$ cat config.mk
export PLATFORM = sky130hd
export DESIGN_NAME = mac_array_seq
export DESIGN_NICKNAME = d
export VERILOG_FILES = /design/src/rtl/mac_array_seq.sv
export SDC_FILE = /design/constraint.sdc
export NUM_CORES = 1
export LEC_CHECK = 0
export CORE_MARGIN = 5
export CORE_UTILIZATION = 30
export CTS_CLUSTER_SIZE = 16
export DETAILED_ROUTE_END_ITERATION = 7
export DONT_BUFFER_PORTS = 1
export PLACE_DENSITY = 0.44
export SYNTH_ARGS = -nofsm -noshare
export SYNTH_HDL_FRONTEND = slang
export SYNTH_SLANG_ARGS = --single-unit
$ cat constraint.sdc
create_clock -name clk -period 3.45 [get_ports clk]
set_input_delay 0.8625 -clock clk [delete_from_list [all_inputs] [get_ports clk]]
set_output_delay 0.8625 -clock clk [all_outputs]
set_load 0.005 [all_outputs]
$ cat src/rtl/mac_array_seq.sv
// Pass sequencer for the WS/OS MAC array.
// One start pulse runs a full tile pass: weight load, execute and flush in WS mode,
// or execute, flush, toggle and drain in OS mode. Every output is a register; the
// pop decision for a cycle is taken at the clock edge that opens it, using the FIFO
// status sampled at that edge, so inst_w and the strobes always move together.
module mac_array_seq #(
    parameter int row    = 8,
    parameter int col    = 8,
    parameter int cnt_bw = 16
) (
    input  logic              clk,
    input  logic              reset,
    input  logic              start,
    input  logic              mode,
    input  logic [cnt_bw-1:0] len,
    input  logic              l0_empty,
    input  logic              ififo_empty,
    input  logic              ofifo_full,
    output logic [1:0]        inst_w,
    output logic              l0_rd,
    output logic              ififo_rd,
    output logic              toggle,
    output logic              os_rd,
    output logic              busy,
    output logic              done
);

    localparam logic [cnt_bw-1:0] LOAD_N  = cnt_bw'(col);
    localparam logic [cnt_bw-1:0] FLUSH_N = cnt_bw'(row + col - 1);
    localparam logic [cnt_bw-1:0] DRAIN_N = cnt_bw'(row);

    typedef enum logic [2:0] {
        IDLE, WLOAD, EXEC, FLUSH, TOGGLE, DRAIN, DONE
    } state_t;

    state_t            state, state_n;
    logic [cnt_bw-1:0] cnt, cnt_n, cnt_inc, len_q;
    logic              mode_q, go, accept;
    logic [1:0]        inst_w_n;
    logic              l0_rd_n, ififo_rd_n, toggle_n, os_rd_n, busy_n, done_n;

    // cnt never exceeds target-1 before the increment, so cnt_inc cannot wrap
    assign cnt_inc = cnt + cnt_bw'(1);
    // done is still high in the cycle after DONE, which masks a start issued there
    assign accept  = (state == IDLE) && start && !done;

    // State register
    always_ff @(posedge clk) begin
        if (!reset) state <= IDLE;
        else        state <= state_n;
    end

    // Per-state "go": every blocker must be clear for a pop or drain beat
    always_comb begin
        go = 1'b0;
        case (state)
            WLOAD:   go = !l0_empty;
            EXEC:    go = (len_q != '0) && !l0_empty && !ofifo_full && (!mode_q || !ififo_empty);
            DRAIN:   go = !ofifo_full;
            default: go = 1'b0;
        endcase
    end

    // Next-state and counter update; counters restart from zero on every state entry
    always_comb begin
        state_n = state;
        cnt_n   = cnt;
        case (state)
            IDLE: begin
                if (accept) begin
                    state_n = mode ? EXEC : WLOAD;
                    cnt_n   = '0;
                end
            end
            WLOAD: begin
                if (go) begin
                    if (cnt_inc == LOAD_N) begin
                        state_n = EXEC;
                        cnt_n   = '0;
                    end else begin
                        cnt_n = cnt_inc;
                    end
                end
            end
            EXEC: begin
                if (len_q == '0) begin
                    state_n = FLUSH;
                    cnt_n   = '0;
                end else if (go) begin
                    if (cnt_inc == len_q) begin
                        state_n = FLUSH;
                        cnt_n   = '0;
                    end else begin
                        cnt_n = cnt_inc;
                    end
                end
            end
            FLUSH: begin
                if (cnt_inc == FLUSH_N) begin
                    state_n = mode_q ? TOGGLE : DONE;
                    cnt_n   = '0;
                end else begin
                    cnt_n = cnt_inc;
                end
            end
            TOGGLE: begin
                state_n = DRAIN;
                cnt_n   = '0;
            end
            DRAIN: begin
                if (go) begin
                    if (cnt_inc == DRAIN_N) begin
                        state_n = DONE;
                        cnt_n   = '0;
                    end else begin
                        cnt_n = cnt_inc;
                    end
                end
            end
            DONE: begin
                state_n = IDLE;
                cnt_n   = '0;
            end
            default: begin
                state_n = IDLE;
                cnt_n   = '0;
            end
        endcase
    end

    // Output values for the cycle that the coming edge opens
    always_comb begin
        inst_w_n   = 2'b00;
        l0_rd_n    = 1'b0;
        ififo_rd_n = 1'b0;
        toggle_n   = 1'b0;
        os_rd_n    = 1'b0;
        busy_n     = (state_n != IDLE) || (state == DONE);
        done_n     = (state == DONE);
        case (state)
            WLOAD: begin
                if (go) begin
                    l0_rd_n  = 1'b1;
                    inst_w_n = 2'b01;
                end
            end
            EXEC: begin
                if (go) begin
                    l0_rd_n    = 1'b1;
                    ififo_rd_n = mode_q;
                    inst_w_n   = 2'b10;
                end
            end
            TOGGLE:  toggle_n = 1'b1;
            DRAIN:   os_rd_n  = go;
            default: ;
        endcase
    end

    // Counter and latched pass configuration
    always_ff @(posedge clk) begin
        if (!reset) begin
            cnt    <= '0;
            mode_q <= 1'b0;
            len_q  <= '0;
        end else begin
            cnt <= cnt_n;
            if (accept) begin
                mode_q <= mode;
                len_q  <= len;
            end
        end
    end

    // Registered outputs
    always_ff @(posedge clk) begin
        if (!reset) begin
            inst_w   <= 2'b00;
            l0_rd    <= 1'b0;
            ififo_rd <= 1'b0;
            toggle   <= 1'b0;
            os_rd    <= 1'b0;
            busy     <= 1'b0;
            done     <= 1'b0;
        end else begin
            inst_w   <= inst_w_n;
            l0_rd    <= l0_rd_n;
            ififo_rd <= ififo_rd_n;
            toggle   <= toggle_n;
            os_rd    <= os_rd_n;
            busy     <= busy_n;
            done     <= done_n;
        end
    end

endmodule

# Word level (Yosys, flattened, before mapping)
# Cells that the tools add are included.
# Widths: inputs -> output; s select.
word_totals:
  regBits: 44
  inputBits: 23
  output_inout_bits: 8
  word_cells: 72
op_classes:
  addsub: 1
  n_eq_ne: 12
  mux: 26
  reduce_logical: 22
op_table:
  columns: ["op", "count"]
  rows:
  - ["$mux 16", 7]
  - ["$pmux 16 s4", 1]
  - ["$eq 16x4->1 const B", 2]
  - ["$mux 3", 9]
  - ["$pmux 3 s6", 1]
  - ["$add 16x1->16 const B", 1]
  - ["$eq 16x16->1", 1]
  - ["$logic_not 16->1", 1]
  - ["$reduce_bool 16->1", 1]
  - ["$eq 3x3->1 const B", 3]
  - ["$eq 3x2->1 const B", 2]
  - ["$mux 2", 3]
  - ["$reduce_and 3->1", 2]
  - ["$logic_and 1x1->1", 5]
  - ["$logic_not 1->1", 5]
  - ["$pmux 2 s2", 1]
  - ["$reduce_and 2->1", 2]
  - ["$reduce_or 2->1", 2]
  - ["$eq 3x1->1 const B", 1]
  - ["$logic_not 3->1", 1]
  - ["$mux 1", 3]
  - ["$ne 3x3->1 const B", 1]
  - ["$pmux 1 s3", 1]
  - ["$reduce_bool 3->1", 1]
  - ["other kinds (3)", 4]

# Depth between registers and ports, before layout
# Gate-level depths: netlist of the first run.
depth:
  depth_word: 10
  depth_mapped: 12
  depth_no_buf: 10

# Worst setup path before layout of the first run
# No wires, ideal clock.
synth_path:
  path_kind: "register to register"
  start: "reg cnt[1]"
  end: "reg cnt[9]"
  setup_time_ns: 0.120
  t_arrival_ns: 2.610
  t_required_ns: 3.330
  path_slack_ns: 0.720
  path_stages_with_launch: 12
  n_path_buf: 2
  synth_period_minus_slack_ns: 2.730
  cell_sequence: "dfxtp_1 -> ha_1 -> nand3_1 -> clkbuf_1 -> nor4_2 -> xnor2_1 -> a2111oi_4 -> o2111ai_2 -> a31oi_4 -> buf_6 -> nor2_1 -> a211o_1"
synth_via:
  elab_chain_cells: 6
  word_cells_on_any_way: 11
  cone_classes: "add/sub: 1; eq/ne: 3; mux: 7"
synth_lines:
  columns: ["item", "line", "rtl"]
  rows:
  - ["start: declaration", "37", "logic [cnt_bw-1:0] cnt, cnt_n, cnt_inc, len_q;"]
  - ["start signal: assignment", "167", "cnt <= cnt_n;"]
  - ["$add 16x1->16 *", "43", "assign cnt_inc = cnt + cnt_bw'(1);"]
  - ["$eq 16x16->1", "90", "if (cnt_inc == len_q) begin"]
  - ["$mux 16", "90", null]
  - ["$mux 16", "89", "end else if (go) begin"]
  - ["$mux 16", "86", "if (len_q == '0) begin"]
  - ["$pmux 16 s4 *", "68", "case (state)"]
# Mark *: on every way between the ends. The rest lies on a longest branch, timed or not. The select of a mux whose other input is x is not followed.
# A chain may end at the register's enable or synchronous reset.

# Worst setup path in the final report of the first run
layout_path:
  start: "reg cnt[1]"
  end: "reg cnt[3]"
# The elaborated chain is that of the path after synthesis.

==> summary.txt, run 1 <==
Timing
  – Fmax achieved: between 300 and 400 MHz
  – Crit share post-route: roughly 90%
  – Slew Viols, Final: 0
  – Fin crit period: 3.115 ns
  – Fin Setup TNS: 0 ns
  – Endpoints failing setup: 0
  – RSZ-0062 raised after global routing: no
  – Final Hold Vio Count: 0
  – Clk_skew: about 0.013 ns
  – Tightest Pin Transition: slightly above 0.6 ns
  – Slew Limit Headroom: approximately 60%

Power and ir drop
  – P_leak: 1.051 nW
  – Peak VDD IR: 0.1664 mV
  – PwrDens: between 300 and 400 nW/um^2

Route
  – Routed Wire Length: around 7.5 mm
  – Drc violations: 0
  – Overall via count from detail_route: ~2.5k
  – Final ANT Viol Nets: 0
  – Drt via density: 5.508
  – Wirelength per Cell: ~17 um
  – Drt pass-1 iters: 4
  – Initial DRC Count: about 180

Final layout
  – Reg area: 880.8 sq um
  – Nets: 360
  – Synth-to-layout area growth: 5.952%
  – # diodes: 0
  – Commonest non-fill, non-tap cell in the layout: nand2_1
  – Design Area, Final: roughly 2900 sq um
  – Share of cells above drive strength 1: 8.036%
  – Multi-input gate area in the final layout: 1707 sq um
  – Most frequent cells in the layout: nand2_1 (58), dfxtp_1 (44), a21oi_1 (22)
  – Fillers: just over 1k

Synthesis
  – YS warnings: 0
  – Synth Net Count: around 370
  – Top_reg_cell synth: dfxtp_1
  – Seq/Total Area, Yosys: about a third
  – Yosys reg bits: 44
  – Synth area leader: dfxtp_1
  – EDFF count, synth: 0
  – Share of the synthesized area in the top cell type: between 30% and 40%
  – Async set-reset flop share out of synthesis: 0%
  – Distinct cells, synth: 59
  – Top cells by area, synth: dfxtp_1 (32%), nand2_1 (7.9%), xnor2_1 (5.4%)
  – Mean Syn Cell Area: roughly 7.9 sq um
  – Mapped Area: approximately 2800 sq um
  – Cells after synthesis: about 350

Die
  – FP Rows: 35
  – Number of I/O pins: 31
  – Die W: roughly 110 um
  – Core area: ~9100 sq um
  – Die ar.: roughly 11000 sq um
  – Die Y-Extent: 105.8 um
  – Initial core utilization: a little under a third

Clock tree
  – Insertion delay to the later sink of the worst-skew pair: 0.31 ns
  – Num CTS Buffers: 5
  – Hold-fix buffer count after cts: 0
  – TritonCTS clock tree: yes
  – Clock Path Buffers: 2
  – Reg clk slew, reported paths: 0.09 ns
  – Post-CTS Setup Repair Bufs: 0
  – PostCTS Resize Cnt: 0
  – Root Buffer: clkbuf_8
  – Htree depth: 2
  – Clock Sinks: 44

Min path
  – Worst hold endpoint: len_q[1]$_SDFFE_PN0P_
  – Hold depth: 2
  – HP Class: flip-flop to flip-flop
  – Hold Crit Start: len_q[1]$_SDFFE_PN0P_

Critical path
  – Worst R2R Path Depth: 11
  – FF-to-FF Start: cnt[1]$_SDFFE_PN0P_
  – Crit-path cells: ha_1 -> nand3_1 -> buf_4 -> nor4_2 -> xnor2_1 -> a2111oi_4 -> o2111ai_2 -> a31oi_4 -> buf_12 -> nor3_1 -> a211o_1
  – CP required: between 3 and 4 ns
  – Slowest stage delay, CP: between 0.4 and 0.5 ns
  – R2r endpoint: cnt[3]$_SDFFE_PN0P_
  – Slowest-stage cell, CP: dfxtp_1
  – Worst-path fanout max: 23
  – WS Path Type: flip-flop to flip-flop
  – Critical Path AT: approximately 3.3 ns
  – Worst setup EP type: flip-flop
  – Crit start category: flip-flop
  – Reg2reg setup slack: 0.33 ns

Global routing
  – Gr ovfl total: 0
  – Number of global-route vias before repair: about 2.4k
  – Overall Global Routing Usage: 13.81%
  – Initial antenna violation count: 0
  – Largest net degree at the start of global routing: 24
  – First-pass GRT wire length: around 12 mm

Run status
  – Status: completed

Place
  – RD Place Congestion: between 0.8 and 0.9
  – DP HPWL: about 5.7 mm
  – Dpl cell area: about 2800 sq um
  – Port Buf Inserts: 0

Job
  – Max Cap Violations: 0
==> Yosys cell counts (3+ instances only) <==
library cell  instances
nor3_1               11
dfxtp_1              44
nand3_1               9
and2_1                5
buf_2                10
and4_1                5
a211o_1               3
o22ai_1               4
a21oi_1              22
xor2_1                4
nor3b_1               4
nor2_1                9
nand2_1              58
nor4_1               10
xnor2_1              17
a21boi_0             10
nor2b_1               4
nand4_1               6
a21o_1               10
nand2b_1              7
o21bai_1              4
or2_2                 3
o211ai_1              3
or3_1                 5
o21ai_0              14
clkbuf_1             13
inv_1                10
and3_1                4
a2111oi_0             3
==> cell type report <==
class                   count  share of cell area [%]
multi-input cells         267                   58.49
clock buffers               6                   2.487
inverters                  10                   1.286
well taps                 111                   4.760
clock inverters             2                  0.5575
repair buffers              7                   2.230
flip-flops and latches     44                   30.19
==> cell families (layout without fill, tap and decap cells) <==
logic type	after synthesis	after routing	share of synthesized area (%)
simple gates	149	149	29.44
compound gates	94	94	24.54
flops	44	44	31.99
buf+inv	37	25	6.088
xor+xnor	21	21	6.679
fa+ha+maj	2	2	0.9085
mux	1	1	0.3635
==> worst max-delay path: cells and delay by family, from the launching register on <==
kind | cells | cell delay, ns
simple gates | 3 | 0.62
buf+inv | 2 | 0.40
xor+xnor | 1 | 0.16
fa+ha+maj | 1 | 0.32
flops | 1 | 0.45
compound gates | 4 | 1.05
==> flip-flops by register name (all words and copies together), names as in the netlist <==
register,flops
toggle,1
busy,1
mode_q,1
cnt,16
state,3
os_rd,1
done,1
ififo_rd,1
inst_w,2
len_q,16
l0_rd,1
==> routing by layer <==
metal | global-route usage (%) | up-vias | routed length, um
met5 | 0 | - | 0
met4 | 5.180 | 0 | 191
met3 | 2.327 | 13 | 229
met2 | 20.95 | 44 | 3330
met1 | 19.51 | 1165 | 3769
li1 | - | 1240 | -
==> per-stage QoR <==
stage | power [mW] | hold WS [ns] | utilization (%) | worst slack [ns] | cells
final | 1.033 | 0.4945 | 32.03 | 0.3349 | 447
after CTS | 1.052 | 0.5045 | 32.02 | 0.3051 | 447
after global placement | 0.7114 | 0.4816 | 31.04 | 0.3375 | 439
after detailed placement | 0.7120 | 0.4907 | 31.04 | 0.3335 | 439
after floorplan | 0.6734 | 0.4580 | - | 0.7205 | 348
after global routing | 1.090 | 0.5191 | 32.03 | 0.06824 | 447
==> power by group <==
group	total [mW]	switching [mW]	internal [mW]	leakage [nW]
Clock	0.337	0.193	0.144	0.0414
Sequential	0.556	0.0269	0.529	0.358
Combinational	0.140	0.0815	0.0588	0.652
Total	1.03	0.301	0.732	1.05
==> worst max-delay path by stage <==
stage / cells past startpoint / from / endpoint / slack, ns
after floorplan: 11 / cnt[1]$_SDFFE_PN0P_ / cnt[9]$_SDFFE_PN0P_ / 0.72
after global placement: 10 / cnt[1]$_SDFFE_PN0P_ / busy$_SDFF_PN0_ / 0.34
after detailed placement: 11 / cnt[1]$_SDFFE_PN0P_ / cnt[15]$_SDFFE_PN0P_ / 0.33
after CTS: 11 / cnt[1]$_SDFFE_PN0P_ / cnt[3]$_SDFFE_PN0P_ / 0.31
after global routing: 11 / cnt[1]$_SDFFE_PN0P_ / cnt[3]$_SDFFE_PN0P_ / 0.07
final: 11 / cnt[1]$_SDFFE_PN0P_ / cnt[3]$_SDFFE_PN0P_ / 0.33
(Power assumes the default switching activity.)
==> run 2: changes to the inputs <==
- CORE_UTILIZATION: 30 -> 40
- PLACE_DENSITY: 0.44 -> 0.54
- SETUP_SLACK_MARGIN: not set -> 0.02
==> summary.txt, run 2 (synthesis gave the netlist of run 1 again) <==
Timing
  – Endpoints failing setup: 0 (unchanged)
  – Tightest Pin Transition: 0.6135 ns (+0.008179 ns)
  – Clk_skew: 0.01115 ns (-0.001633 ns)
  – Slew Viols, Final: 0 (unchanged)
  – RSZ-0062 raised after global routing: no
  – Slew Limit Headroom: 58.73% (-0.92 points)
  – Fin Setup TNS: 0 ns (unchanged)
  – Fmax achieved: 316.2 MHz (-1.5%)
  – Final Hold Vio Count: 0 (unchanged)
  – Crit share post-route: 91.66% (+1.4 points)
  – Fin crit period: 3.162 ns (+0.04705 ns)

Run status
  – Status: completed

Critical path
  – Worst setup EP type: flip-flop
  – CP required: 3.64 ns (about the same)
  – Worst-path fanout max: 23 (unchanged)
  – Slowest-stage cell, CP: dfxtp_1
  – Slowest stage delay, CP: 0.45 ns (about the same)
  – Most frequent CP cell: buf_4
  – Crit start category: flip-flop
  – Critical Path AT: 3.36 ns (+0.04 ns)
  – WS Path Type: flip-flop to flip-flop
  – Crit-path cells: ha_1 -> nand3_1 -> buf_4 -> nor4_2 -> xnor2_1 -> a2111oi_4 -> o2111ai_2 -> a31oi_4 -> buf_4 -> nor3_1 -> a211o_1

Final layout
  – Most frequent cells in the layout: nand2_1 (58), dfxtp_1 (44), a21oi_1 (22)
  – Fillers: 701 (-31%)
  – Final core utilization: 42.39% (+10 points)
  – Non-Filler Instances: 415 (-7.2%)
  – # diodes: 0 (unchanged)
  – Multi-input gate area in the final layout: 1707 sq um (unchanged)
  – Synth-to-layout area growth: 3.998%
  – Reg area: 880.8 sq um (unchanged)
  – Regs by FF count: cnt x16, len_q x16, state x3
  – Share of cells above drive strength 1: 7.761% (-0.27 points)
  – Design Area, Final: 2864 sq um (-1.8%)
  – Commonest non-fill, non-tap cell in the layout: nand2_1
  – Nets: 359 (-0.28%)

Clock tree
  – Htree depth: 2 (unchanged)
  – TritonCTS clock tree: yes
  – Clock Sinks: 44 (unchanged)
  – Root Buffer: clkbuf_8
  – Reg clk slew, reported paths: 0.08 ns (about the same)
  – Num CTS Buffers: 5 (unchanged)
  – Clock Path Buffers: 2 (unchanged)
  – Post-CTS Setup Repair Bufs: 0 (unchanged)
  – Insertion delay to the later sink of the worst-skew pair: 0.30 ns (about the same)

Place
  – Port Buf Inserts: 0 (unchanged)
  – Placed insts: 407 (-7.3%)
  – RD Place Congestion: 0.9012 (+6.0%)
  – Dpl cell area: 2769 sq um (-2.1%)
  – DP HPWL: 5.198 mm (-9.1%)

Global routing
  – Initial antenna violation count: 0 (unchanged)
  – Gr ovfl total: 0 (unchanged)
  – Number of global-route vias before repair: 2283 (-4.0%)
  – Overall Global Routing Usage: 16.74% (+2.9 points)
  – First-pass GRT wire length: 11.61 mm (-7.0%)
  – Largest net degree at the start of global routing: 24 (unchanged)

Power and ir drop
  – Peak VDD IR: 0.1771 mV (+6.4%)
  – Comb power frac: 13.8% (+0.2 points)
  – Clock group share of total power: 33.0% (+0.4 points)
  – P_int: 0.7510 mW (+2.6%)
  – Pwr Total: 1.037 mW (+0.37%)
  – Sw frac: 27.56% (-1.6 points)
  – Psw: 0.2857 mW (-5.1%)
  – P_leak: 1.042 nW (-0.86%)
  – Sequential power share: 53.3% (-0.5 points)
  – PwrDens: 362.0 nW/um^2 (+2.3%)

Route
  – Routed Wire Length: 6.855 mm (-8.8%)
  – Drt pass-1 iters: 4 (unchanged)
  – Drt via density: 5.788 (+5.1%)
  – Final ANT Viol Nets: 0 (unchanged)
  – Initial DRC Count: 208 (+15%)
  – Wirelength per Cell: 16.52 um (-1.8%)
  – Drc violations: 0 (unchanged)
  – Overall via count from detail_route: 2402 (-2.4%)

Die
  – FP Rows: 30 (-14%)
  – Core area: 6756 sq um (-26%)
  – Die W: 92.98 um (-12%)
  – Die Y-Extent: 92.98 um (-12%)
  – Initial core utilization: 40.76% (+11 points)
  – Number of I/O pins: 31 (unchanged)
  – Die ar.: 8644 sq um (-23%)

Job
  – Max Cap Violations: 0 (unchanged)

Min path
  – HP Class: flip-flop to flip-flop
## run 2: changes by cell type in the layout (fill, tap and decap cells not counted)
| cell | previous run | this run |
|---|---|---|
| clkbuf_8 | 5 | 6 |
| clkinv_4 | 1 | 0 |
| buf_12 | 1 | 0 |
## run 2: worst max-delay path: cells and delay by family (launching register included)
family          cells  cell delay [ns]
buf+inv             2             0.49
compound gates      4             1.01
fa+ha+maj           1             0.32
xor+xnor            1             0.15
flops               1             0.45
simple gates        3             0.63
## run 2: routing by layer
metal  GRT usage [%]  vias up  routed length, um
met5               0        -                  0
met2           26.39       66               3059
met1           23.69     1094               3396
met4           4.396        0                 73
met3           2.735        6                326
li1                -     1236                  -
## run 2: power groups by stage
stage | clock, mW | combinational [mW] | sequential, mW
CTS | 0.350 | 0.145 | 0.552
floorplan | 0 | 0.119 | 0.554
finish | 0.342 | 0.143 | 0.552
detailed placement | 0 | 0.144 | 0.564
global placement | 0 | 0.144 | 0.564
global route | 0.374 | 0.162 | 0.556
## run 2: area by class of cell
type	instances	share of cell area [%]
sequential	44	30.76
tap	80	3.495
timing repair buffer	6	1.573
clock inverter	1	0.2621
clock buffer	7	3.014
multi-input combinational	267	59.59
inverter	10	1.311
## run 2: worst paths after layout
check                               end  slack (ns)                   from  cells past startpoint
setup / recovery    cnt[3]$_SDFFE_PN0P_        0.29    cnt[1]$_SDFFE_PN0P_                     11
setup reg to reg    cnt[3]$_SDFFE_PN0P_        0.29    cnt[1]$_SDFFE_PN0P_                     11
hold reg to reg   len_q[1]$_SDFFE_PN0P_        0.49  len_q[1]$_SDFFE_PN0P_                      2
hold / removal    len_q[1]$_SDFFE_PN0P_        0.49  len_q[1]$_SDFFE_PN0P_                      2
## run 2: repair_timing
item                                    CTS  global route
hold buffers                              0             0
resized for setup                         0             1
endpoints found under the setup margin    0             1
## run 2: per-stage QoR
step                hold WS [ns]  setup slack, ns
CTS                       0.4950           0.2817
global placement          0.4754           0.3660
detailed placement        0.4830           0.2930
global route              0.5246          0.02378
finish                    0.4919           0.2878
floorplan                 0.4580           0.7205
